[config.mk]
export PLATFORM = sky130hd
export DESIGN_NAME = cntb_seq_flat
export DESIGN_NICKNAME = d
export VERILOG_FILES = /design/src/rtl/cntb_seq_if.sv /design/src/rtl/cntb_seq.sv /design/src/flat_wrapper.sv
export SDC_FILE = /design/constraint.sdc
export NUM_CORES = 1
export LEC_CHECK = 0
export CORE_ASPECT_RATIO = 1.25
export CORE_MARGIN = 2
export CORE_UTILIZATION = 26
export CTS_CLUSTER_SIZE = 12
export DETAILED_ROUTE_END_ITERATION = 8
export PLACE_DENSITY = 0.51
export SETUP_SLACK_MARGIN = 0.15
export SLEW_MARGIN = 10
export SYNTH_ARGS = -nofsm -noshare
export SYNTH_HDL_FRONTEND = slang
export SYNTH_SLANG_ARGS = --single-unit
[constraint.sdc]
create_clock -name clk_i -period 8.29 [get_ports clk_i]
set_clock_uncertainty 0.1 [all_clocks]
set_input_delay 1.2435 -clock clk_i [delete_from_list [all_inputs] [get_ports clk_i]]
set_output_delay 1.2435 -clock clk_i [all_outputs]
set_load 0.1 [all_outputs]
[src/rtl/cntb_seq_if.sv]
// Request/result bundle for the chunked bit-run counter.
interface cntb_seq_if #(
   parameter int WIDTH = 32,
   parameter int IDXW  = $clog2(WIDTH)
);
   logic             in_valid_i;
   logic             in_ready_o;
   logic [WIDTH-1:0] word_i;
   logic [IDXW-1:0]  index_i;
   logic             dir_i;
   logic             flush_i;
   logic             out_valid_o;
   logic             out_ready_i;
   logic [IDXW-1:0]  count_o;
   logic             end_o;
   logic             busy_o;

   modport master (
      output in_valid_i, word_i, index_i, dir_i,
      output flush_i, out_ready_i,
      input  in_ready_o, out_valid_o, count_o,
      input  end_o, busy_o
   );

   modport slave (
      input  in_valid_i, word_i, index_i, dir_i,
      input  flush_i, out_ready_i,
      output in_ready_o, out_valid_o, count_o,
      output end_o, busy_o
   );
endinterface

[src/rtl/cntb_seq.sv]
// Multi-cycle run counter: scans CHUNK bits per cycle from a start index
// and reports how many following bits match the start bit.
module cntb_seq #(
   parameter int WIDTH = 32,
   parameter int CHUNK = 8,
   localparam int IDXW = $clog2(WIDTH)
) (
   input  logic       clk_i,
   input  logic       rst_ni,
   cntb_seq_if.slave  bus
);

   typedef enum logic [1:0] {IDLE, BUSY, DONE} state_t;

   state_t           state_q;
   logic [WIDTH-1:0] word_q;
   logic             ref_q;
   logic             dir_q;
   logic [IDXW-1:0]  pos_q;
   logic [IDXW-1:0]  rem_q;
   logic [IDXW-1:0]  acc_q;
   logic [IDXW-1:0]  count_q;
   logic             end_q;
   logic             valid_q;
   logic             ready_q;
   logic             busy_q;

   logic [IDXW-1:0]  hits;
   logic [IDXW-1:0]  bit_idx;
   logic [IDXW-1:0]  step;
   logic [IDXW-1:0]  rem_nx;
   logic [IDXW-1:0]  acc_nx;
   logic             miss;

   // Leading matches in this chunk; lanes past the word edge are masked.
   always_comb begin
      hits    = '0;
      miss    = 1'b0;
      bit_idx = '0;
      for (int i = 0; i < CHUNK; i++) begin
         bit_idx = dir_q ? pos_q + IDXW'(i + 1)
                         : pos_q - IDXW'(i + 1);
         if (!miss && (IDXW'(i) < rem_q)) begin
            if (word_q[bit_idx] == ref_q)
               hits = hits + IDXW'(1);
            else
               miss = 1'b1;
         end
      end
   end

   assign step = ({1'b0, rem_q} < (IDXW+1)'(CHUNK))
               ? rem_q : IDXW'(CHUNK);
   assign rem_nx = rem_q - step;
   assign acc_nx = acc_q + hits;

   always_ff @(posedge clk_i or negedge rst_ni) begin
      if (!rst_ni) begin
         state_q <= IDLE;
         word_q  <= '0;
         ref_q   <= 1'b0;
         dir_q   <= 1'b0;
         pos_q   <= '0;
         rem_q   <= '0;
         acc_q   <= '0;
         count_q <= '0;
         end_q   <= 1'b0;
         valid_q <= 1'b0;
         ready_q <= 1'b1;
         busy_q  <= 1'b0;
      end else if (bus.flush_i) begin
         state_q <= IDLE;
         valid_q <= 1'b0;
         ready_q <= 1'b1;
         busy_q  <= 1'b0;
      end else begin
         unique case (state_q)
            IDLE: begin
               if (bus.in_valid_i) begin
                  word_q  <= bus.word_i;
                  ref_q   <= bus.word_i[bus.index_i];
                  dir_q   <= bus.dir_i;
                  pos_q   <= bus.index_i;
                  rem_q   <= bus.dir_i
                           ? IDXW'(WIDTH - 1) - bus.index_i
                           : bus.index_i;
                  acc_q   <= '0;
                  ready_q <= 1'b0;
                  busy_q  <= 1'b1;
                  state_q <= BUSY;
               end
            end
            BUSY: begin
               acc_q <= acc_nx;
               if (miss || rem_nx == '0) begin
                  count_q <= acc_nx;
                  end_q   <= !miss;
                  valid_q <= 1'b1;
                  busy_q  <= 1'b0;
                  state_q <= DONE;
               end else begin
                  pos_q <= dir_q ? pos_q + step : pos_q - step;
                  rem_q <= rem_nx;
               end
            end
            DONE: begin
               if (bus.out_ready_i) begin
                  valid_q <= 1'b0;
                  ready_q <= 1'b1;
                  state_q <= IDLE;
               end
            end
            default: begin
               state_q <= IDLE;
               valid_q <= 1'b0;
               ready_q <= 1'b1;
               busy_q  <= 1'b0;
            end
         endcase
      end
   end

   assign bus.in_ready_o  = ready_q;
   assign bus.out_valid_o = valid_q;
   assign bus.count_o     = count_q;
   assign bus.end_o       = end_q;
   assign bus.busy_o      = busy_q;

endmodule

[src/flat_wrapper.sv]
// flat-port wrapper written by rule: the top's interface ports become plain ports
module cntb_seq_flat 
#(
   parameter int WIDTH = 32,
   parameter int CHUNK = 8,
   localparam int IDXW = $clog2(WIDTH)
)
  (clk_i, rst_ni, bus_in_valid_i, bus_word_i, bus_index_i, bus_dir_i, bus_flush_i, bus_out_ready_i, bus_in_ready_o, bus_out_valid_o, bus_count_o, bus_end_o, bus_busy_o);
  cntb_seq_if #(.WIDTH(WIDTH)) bus_i ();
  input  logic clk_i;
  input  logic rst_ni;
  input wire logic [$bits(bus_i.in_valid_i)-1:0] bus_in_valid_i;
  input wire logic [$bits(bus_i.word_i)-1:0] bus_word_i;
  input wire logic [$bits(bus_i.index_i)-1:0] bus_index_i;
  input wire logic [$bits(bus_i.dir_i)-1:0] bus_dir_i;
  input wire logic [$bits(bus_i.flush_i)-1:0] bus_flush_i;
  input wire logic [$bits(bus_i.out_ready_i)-1:0] bus_out_ready_i;
  output wire logic [$bits(bus_i.in_ready_o)-1:0] bus_in_ready_o;
  output wire logic [$bits(bus_i.out_valid_o)-1:0] bus_out_valid_o;
  output wire logic [$bits(bus_i.count_o)-1:0] bus_count_o;
  output wire logic [$bits(bus_i.end_o)-1:0] bus_end_o;
  output wire logic [$bits(bus_i.busy_o)-1:0] bus_busy_o;
  assign bus_i.in_valid_i = bus_in_valid_i;
  assign bus_i.word_i = bus_word_i;
  assign bus_i.index_i = bus_index_i;
  assign bus_i.dir_i = bus_dir_i;
  assign bus_i.flush_i = bus_flush_i;
  assign bus_i.out_ready_i = bus_out_ready_i;
  assign bus_in_ready_o = bus_i.in_ready_o;
  assign bus_out_valid_o = bus_i.out_valid_o;
  assign bus_count_o = bus_i.count_o;
  assign bus_end_o = bus_i.end_o;
  assign bus_busy_o = bus_i.busy_o;
  cntb_seq #(.WIDTH(WIDTH), .CHUNK(CHUNK)) u_core (.clk_i(clk_i), .rst_ni(rst_ni), .bus(bus_i));
endmodule
== Yosys cells after proc, flatten, opt, wreduce, memory -nomap -nowiden ==
Index checks and enable logic that the tools add are counted.
Storage, ports and cells
  register bits after elaboration: 60
  input port bits: 43
  output and inout bits: 9
  word-level logic and storage cells: 190
Operators by class
  $add $sub $neg: 28
  order comparisons: 18
  equal/unequal tests: 18
  muxes and demuxes: 86
  bitwise operators: 1
  reduce and logical (&&, ||, !) cells: 27
Operators by type and width (number)
  5-bit 2-to-1 mux: 30
  5-bit by 6-bit less-than comparator with 1-bit output, second input constant: 9
  1-bit binary-select mux with 5-bit select: 9
  5-bit by 1-bit adder with 5-bit output, second input constant: 8
  1-bit 2-to-1 mux: 36
  5-bit case mux with 2 select lines: 3
  3-bit AND reduction: 7
  5-bit by 3-bit adder with 5-bit output, second input constant: 4
  3-bit by 5-bit less-than comparator with 1-bit output, first input constant: 4
  5-bit by 3-bit subtractor with 5-bit output, second input constant: 4
  5-bit by 2-bit adder with 5-bit output, second input constant: 2
  5-bit adder: 2
  1-bit by 5-bit less-than comparator with 1-bit output, first input constant: 2
  2-bit by 5-bit less-than comparator with 1-bit output, first input constant: 2
  2-bit != test, second input constant: 5
  5-bit by 2-bit subtractor with 5-bit output, second input constant: 2
  5-bit subtractor: 2
  1-bit case mux with 3 select lines: 3
  1-bit == test: 8
  1-bit logical NOT: 8
  2-bit 2-to-1 mux: 4
  1-bit logical AND: 7
  3-bit != test, second input constant: 2
  2-bit case mux with 3 select lines: 1
  14 further kinds: 14

== Logic depth before layout (Yosys ltp) ==
  depth in word-level cells: 32
  gate-level depth with buffers: 45
  mapped depth without buffers: 39

== Least setup slack after synthesis ==
Ideal clock, no wire load.
  path kind: flip-flop to flip-flop
  from: register u_core.pos_q[0]
  to: register u_core.count_q[4], in the netlist u_core.bus.count_o[4]
  setup time: 126 ps
  arrival: 8061 ps
  data required time: 8064 ps
  path slack: 2 ps
  cell stages (with the launch flop): 44
  path buffers: 5
  period minus slack after synthesis: 8288 ps
  cell sequence: dfrtp_1 -> buf_6 -> buf_12 -> buf_12 -> buf_6 -> inv_2 -> fa_1 -> buf_2 -> mux4_2 -> a2111oi_1 -> o21ai_1 -> nand3_1 -> nand2b_1 -> nor2_1 -> ha_1 -> nand2_1 -> or3b_1 -> inv_1 -> (+8 left out) -> nand2_1 -> ha_1 -> nor2_1 -> a31oi_1 -> ha_1 -> mux2_2 -> ha_1 -> mux2_2 -> inv_1 -> fa_1 -> inv_1 -> a21o_1 -> a21oi_1 -> xor2_1 -> xnor2_1 -> xnor2_2 -> xnor2_1 -> mux2_4
On the way
  cells in the longest elaborated chain, start to end: 30
  elaborated cells between the ends (all ways): 104
  those cells by class: add/sub (24); eq/ne (8); mux (56); reduce/logical (16)
RTL lines
  start: declaration: line cntb_seq.sv:19  | logic [IDXW-1:0] pos_q;
  start signal: assignment: line cntb_seq.sv:83  | pos_q <= bus.index_i;
  start signal: assignment: line cntb_seq.sv:102  | pos_q <= dir_q ? pos_q + step : pos_q - step;
  branches (longest 30 deep; another with 5-bit by 1-bit subtractor with 5-bit output)
  end signal: assignment: line cntb_seq.sv:96  | count_q <= acc_nx;
  end: declaration: line cntb_seq.sv:22  | logic [IDXW-1:0] count_q;
Parallel ways; which one is timed is not known. The select of a mux whose other input is x is not followed.
A chain may end at the register's enable or synchronous reset.

== Worst setup path in the final report ==
  from: register u_core.pos_q[1]
  to: register u_core.count_q[4], in the netlist u_core.bus.count_o[4]
The elaborated chain is that of the path after synthesis.

==> results.json <==
{
  "fin_tns_setup_ps": 0,
  "antenna_found_initial": 0,
  "synth.most_common_cell": "dfrtp_1",
  "async_flop_share_pct": 100,
  "ys.flop_type": "dfrtp_1",
  "n_antenna_cell": 0,
  "hold_path.class": "flop to flop",
  "cap_violations": 0,
  "pin_count": 52,
  "period_share_pct": 94.0,
  "multi_input_area_sq_um": 4860,
  "gr-total-overflow": 0,
  "initial_core_util_pct": 26.5,
  "ys_ff_latch": 60,
  "clkSlewWorstSetupHoldPaths_ps": 60,
  "num-nets-final": 721,
  "cts.sinks": 60,
  "core.rowCount": 64,
  "cts-root-buf": "clkbuf_16",
  "ys_top_cells_by_area": "dfrtp_1, mux4_2, mux2_2, ha_1, mux4_1",
  "cpMaxStageDelayCell": "fa_2",
  "drive_above_1_share_pct": 29.1,
  "dr.pass1.iters": 5,
  "slew_violations": 0,
  "status": "finished, final reports clean",
  "crit_path_end_kind": "flop",
  "slowest_delay_ps": 650,
  "hold_viol": 0,
  "maxClockFrequency_ghz": 0.128,
  "die_w_um": 146,
  "vias_per_cell": 5.25,
  "die_h_um": 181,
  "grt_max_degree": 61,
  "cp_data_arrival_time_ps": 7920,
  "synth_nets": 670,
  "synth_top_area_cell": "dfrtp_1",
  "synth_edf_count": 0,
  "numCtsBuffers": 9,
  "clock_latency_ps": 340,
  "grt_pass1_wl_um": 29200,
  "criticalPathCategory": "flop to flop",
  "syn_to_final_growth_pct": 21.2,
  "first_global_vias": 5159,
  "ys_seq_area_share_pct": 23.0,
  "cts_tree": "built",
  "dieArea_sq_um": 26400,
  "dp_hpwl_um": 13700,
  "cts_max_level": 3,
  "syn_inst": 598,
  "worstSetupStartpointType": "flop",
  "critPathRequiredTime_ps": 8410,
  "holdBufCountCts": 0,
  "drt_iter0_drc": 249,
  "synth_top_area_share_pct": 22.6,
  "num-fill-cells": 2502,
  "path_max_fanout": 4,
  "ff_latch_area_sq_um": 1500,
  "core_area_sq_um": 24600,
  "netlist_area_sq_um": 6520,
  "port_buffers": 51,
  "post-route-drc-count": 0,
  "relSlewSlack_pct": 35.3,
  "dr_total_vias": 5163,
  "synth_area_per_cell_sq_um": 10.9,
  "worstMarginPinSlew_ps": 968,
  "critPathMostFrequentCell": "ha_1",
  "cts_buffer_depth": 2,
  "wire_per_inst_um": 18.2,
  "drtAntennaViolNets": 0,
  "grt_use_total_pct": 13.8,
  "finalSetupViolations": 0,
  "rsz0062_at_grt": "false",
  "synth.distinct_cells": 84,
  "gp_congestion": 0.857,
  "netlist_top_cells_count": "dfrtp_1, mux4_2, nand2_1",
  "finalCriticalPeriod_ps": 7800,
  "drt_wl_total_um": 17900,
  "synth_warnings": 0
}
==> what timing repair did <==
item | CTS | global route
endpoints found under the setup margin | 1 | 2
pin swaps | 0 | 15
gates resized for setup | 3 | 22
setup buffers | 0 | 5
==> through the flow <==
stage | setup WS, ps | std cells | utilization (%) | hold WS, ps | cell area [sq um]
4_1_cts | 179 | 979 | 31.5 | 411 | 7730
2_1_floorplan | 176 | 598 | - | 370 | 6550
6_report | 495 | 984 | 32.2 | 409 | 7910
3_5_place_dp | 150 | 963 | 30.1 | 394 | 7400
3_3_place_gp | 261 | 963 | 30.1 | 389 | 7400
5_1_grt | 63.4 | 984 | 32.2 | 431 | 7910
==> logic make-up (layout without fill, tap and decap cells) <==
logic type / Yosys count / after routing / synth area share [%]
AND/OR/NAND/NOR: 149 / 149 / 11.8
AO/OA/AOI/OAI: 126 / 126 / 13.2
multiplexers: 124 / 124 / 32.6
buffers and inverters: 61 / 117 / 4.97
flip-flops: 60 / 60 / 23.0
XOR/XNOR: 48 / 48 / 8.00
adder cells (fa/ha/maj): 29 / 29 / 6.37
other: 1 / 1 / 0.0575
==> per-layer routing <==
metal	up-vias	wire length (um)	track usage, %
met1	2584	7520	17.6
li1	2406	-	-
met2	143	9300	24.0
met5	-	0	0
met4	0	512	4.59
met3	30	593	2.15
==> placed cells by master (no fill, tap or decap), drive strengths merged, types with 3 or more instances in the layout <==
| cell | count |
|---|---|
| a21o | 11 |
| mux2i | 20 |
| nand2b | 7 |
| nand4 | 6 |
| clkbuf | 9 |
| o22ai | 3 |
| nor3 | 9 |
| inv | 27 |
| mux4 | 62 |
| nand3 | 18 |
| ha | 22 |
| a22oi | 3 |
| nand3b | 4 |
| clkdlybuf4s50 | 50 |
| and2 | 7 |
| a22o | 4 |
| xor2 | 15 |
| o211ai | 3 |
| o21ai | 29 |
| nand2 | 43 |
| nor4 | 4 |
| buf | 26 |
| o31a | 3 |
| a21oi | 36 |
| a2111oi | 5 |
| dfrtp | 59 |
| a211oi | 3 |
| xnor2 | 30 |
| nor2 | 28 |
| nor2b | 7 |
| a31oi | 6 |
| fa | 7 |
| mux2 | 42 |
| and3 | 4 |
==> path summary, 6_finish.rpt <==
path / from / endpoint / slack [ps] / cells past startpoint
worst min register to register: u_core.bus.count_o[3] / u_core.bus.count_o[3] / 410 / 1
worst max register to register: u_core.pos_q[1] / u_core.bus.count_o[4] / 490 / 37
max in group asynchronous: rst_ni / u_core.pos_q[0] / 6550 / 2
worst min-delay path: u_core.bus.count_o[3] / u_core.bus.count_o[3] / 410 / 1
worst max-delay path: u_core.pos_q[1] / u_core.bus.count_o[4] / 490 / 37
min in group asynchronous: rst_ni / u_core.word_q[20] / 980 / 2
==> cell type report <==
class                           instances  area share (%)
Clock buffer                            9            2.85
Clock inverter                          7            1.25
Inverter                               25            1.19
Multi-Input combinational cell        477            61.4
Sequential cell                        60            19.0
Tap cell                              330            5.22
Timing Repair Buffer                   76            9.02
==> sequential cells by signal (all words and copies together), names as in the netlist <==
register                count
u_core.acc_q                5
u_core.bus.busy_o           1
u_core.bus.count_o          5
u_core.bus.end_o            1
u_core.bus.in_ready_o       1
u_core.bus.out_valid_o      1
u_core.dir_q                1
u_core.pos_q                5
u_core.ref_q                1
u_core.rem_q                5
u_core.state_q              2
u_core.word_q              32
==> critical path: cells and delay by family, from the launching register on <==
family                     cells  cell delay [ps]
adders and majority gates      9             2730
and+or+nand+nor                7              620
DFF                            1              410
AOI/OAI and AO/OA              8             1450
muxes                          5             1540
xor gates and xnor gates       4              600
buffers and inverters          4              230
Power is left out: the tool's default activity adds up to more than one toggle a clock period on the data nets, which glitch-free logic cannot reach.
==> patch, RTL diff (same flow settings) <==
`WIDTH` is set to 32 in 3 places; all go to 64.
--- a/src/rtl/cntb_seq_if.sv
+++ b/src/rtl/cntb_seq_if.sv
@@ -2,3 +2,3 @@
 interface cntb_seq_if #(
-   parameter int WIDTH = 32,
+   parameter int WIDTH = 64,
    parameter int IDXW  = $clog2(WIDTH)
--- a/src/rtl/cntb_seq.sv
+++ b/src/rtl/cntb_seq.sv
@@ -3,3 +3,3 @@
 module cntb_seq #(
-   parameter int WIDTH = 32,
+   parameter int WIDTH = 64,
    parameter int CHUNK = 8,
--- a/src/flat_wrapper.sv
+++ b/src/flat_wrapper.sv
@@ -3,3 +3,3 @@
 #(
-   parameter int WIDTH = 32,
+   parameter int WIDTH = 64,
    parameter int CHUNK = 8,
Interface: changed (resized bus_count_o, bus_index_i and bus_word_i); port bits go from 52 to 86. The function was not compared with the original's and may differ.
==> patch against the original RTL <==
Worst setup slack improved by 0.066 ns; via count rose by 65%; cell area up 59%; fmax up 0.86%; sequential share of layout area grew 0.17 points; count of clock-buffer cells in the layout is 2 higher; sequential cell count increased by 36; wire length increased by 86%; area after synthesis increased by 58%; critical endpoint is now u_core.acc_q[5]; largest cell class unchanged; highest routed layer unchanged.
Power is not shown: default switching activity piles up to over one toggle a cycle in this logic, so the estimate is an artifact.
==> patch: results (changes against the original RTL) <==
min-delay-start: "u_core.bus.count_o[5]"
path_clk_slew_ns: 0.08  # +0.02 ns
gp_congestion: 0.9291  # +8.5%
largest_register_ffs: 64  # +100%
maxSlewHeadroom_pct: 34.03  # -1.2 points
grt_pass1_vias: 8688  # +68%
regMostFlops: "u_core.word_q"
whs_ns: 0.3984  # -0.01021 ns
r2r_slack_ns: 0.56  # +0.07 ns
synthTopCellsByCount: "mux4_2 (104), dfrtp_1 (95), mux2_2 (77)"
crit_fanout: 6  # +2
hold_viol: 0  # unchanged
synth_cell_types: 83  # -1.2%
syn_nets: 1087  # +62%
n_fill_cell: 3999  # +60%
drive_gt1_share_pct: 29.66  # +0.61 points
ys_seq_area_share_pct: 23.38  # +0.34 points
min_path_cells: 2  # +1
holdPathEnd: "u_core.bus.count_o[5]"
routedWlPerCell_um: 20.99  # +15%
vias: 8498  # +65%
hpwl_mm: 24.68  # +80%
status: "finished, final reports clean"
nets: 1192  # +65%
synth.top_cells.by_area: "dfrtp_1 (23%), mux4_2 (23%), mux2_2 (8.4%)"
clock_latency_ns: 0.38  # +0.04 ns
numPortBuffers: 85  # +67%
slowest_delay_ns: 0.63  # -0.02 ns
critPathCapture: "u_core.acc_q[5]"
hold_path_class: "flop to flop"
critPathArrivalTime_ns: 7.90  # -0.02 ns
cp_top_family: "simple AND/OR/NAND/NOR gates"
ff2ff_path_depth: 32  # -14%
antenna_found_initial: 0  # unchanged
drtIter0Drc: 481  # +93%
diodes: 0  # unchanged
synth_warnings: 0  # unchanged
grt_use_total_pct: 16.01  # +2.2 points
grt_pass1_wl_mm: 50.81  # +74%
grt_max_degree: 66  # +8.2%
-- patch: worst min-delay path: cells and delay by family (launching register included) --
family           cells  cell delay [ns]
flip-flops           1             0.35
AO/OA/AOI/OAI        1             0.06
AND/OR/NAND/NOR      1             0.05
-- patch: cell families (layout without fill, tap and decap cells) --
family	Yosys count	count (layout)	share of synthesized area (%)
xor gates and xnor gates	55	55	4.819
other	1	1	0.03647
and+or+nand+nor	261	261	12.90
adders and majority gates	32	32	4.479
muxes	244	244	37.40
buffers and inverters	110	220	5.208
DFF	96	96	23.38
AOI/OAI and AO/OA	180	180	11.78
-- patch: metrics by stage --
step                      setup WS [ns]  instance area [um2]  std cells  utilization (%)
after floorplan                  0.1927                10320        979                -
after global placement           0.3914                11830       1545            30.25
after detailed placement         0.3390                11830       1545            30.25
after CTS                        0.3099                12110       1561            30.95
after global routing            0.08467                12550       1587            32.08
final                            0.5613                12550       1587            32.08
-- patch: what timing repair did --
item	in CTS	in global routing
buffers inserted	0	21
hold endpoints to repair	0	0
setup endpoints to repair	0	8
gates resized for setup	0	42
-- patch: per-layer routing --
metal | global-route usage [%] | vias to the layer above | share of wire, %
li1 | - | 3958 | -
met1 | 18.95 | 4302 | 40
met2 | 28.50 | 181 | 52
met3 | 2.490 | 57 | 3.5
met4 | 7.492 | 0 | 4.4
met5 | 0 | - | 0
-- patch: cell type report --
class,count,share of cell area [%]
multi-input combinational,773,59.66
inverter,42,1.306
clock inverter,5,0.3290
clock buffer,11,1.855
sequential,96,19.19
timing repair buffer,162,12.69
tap,498,4.966
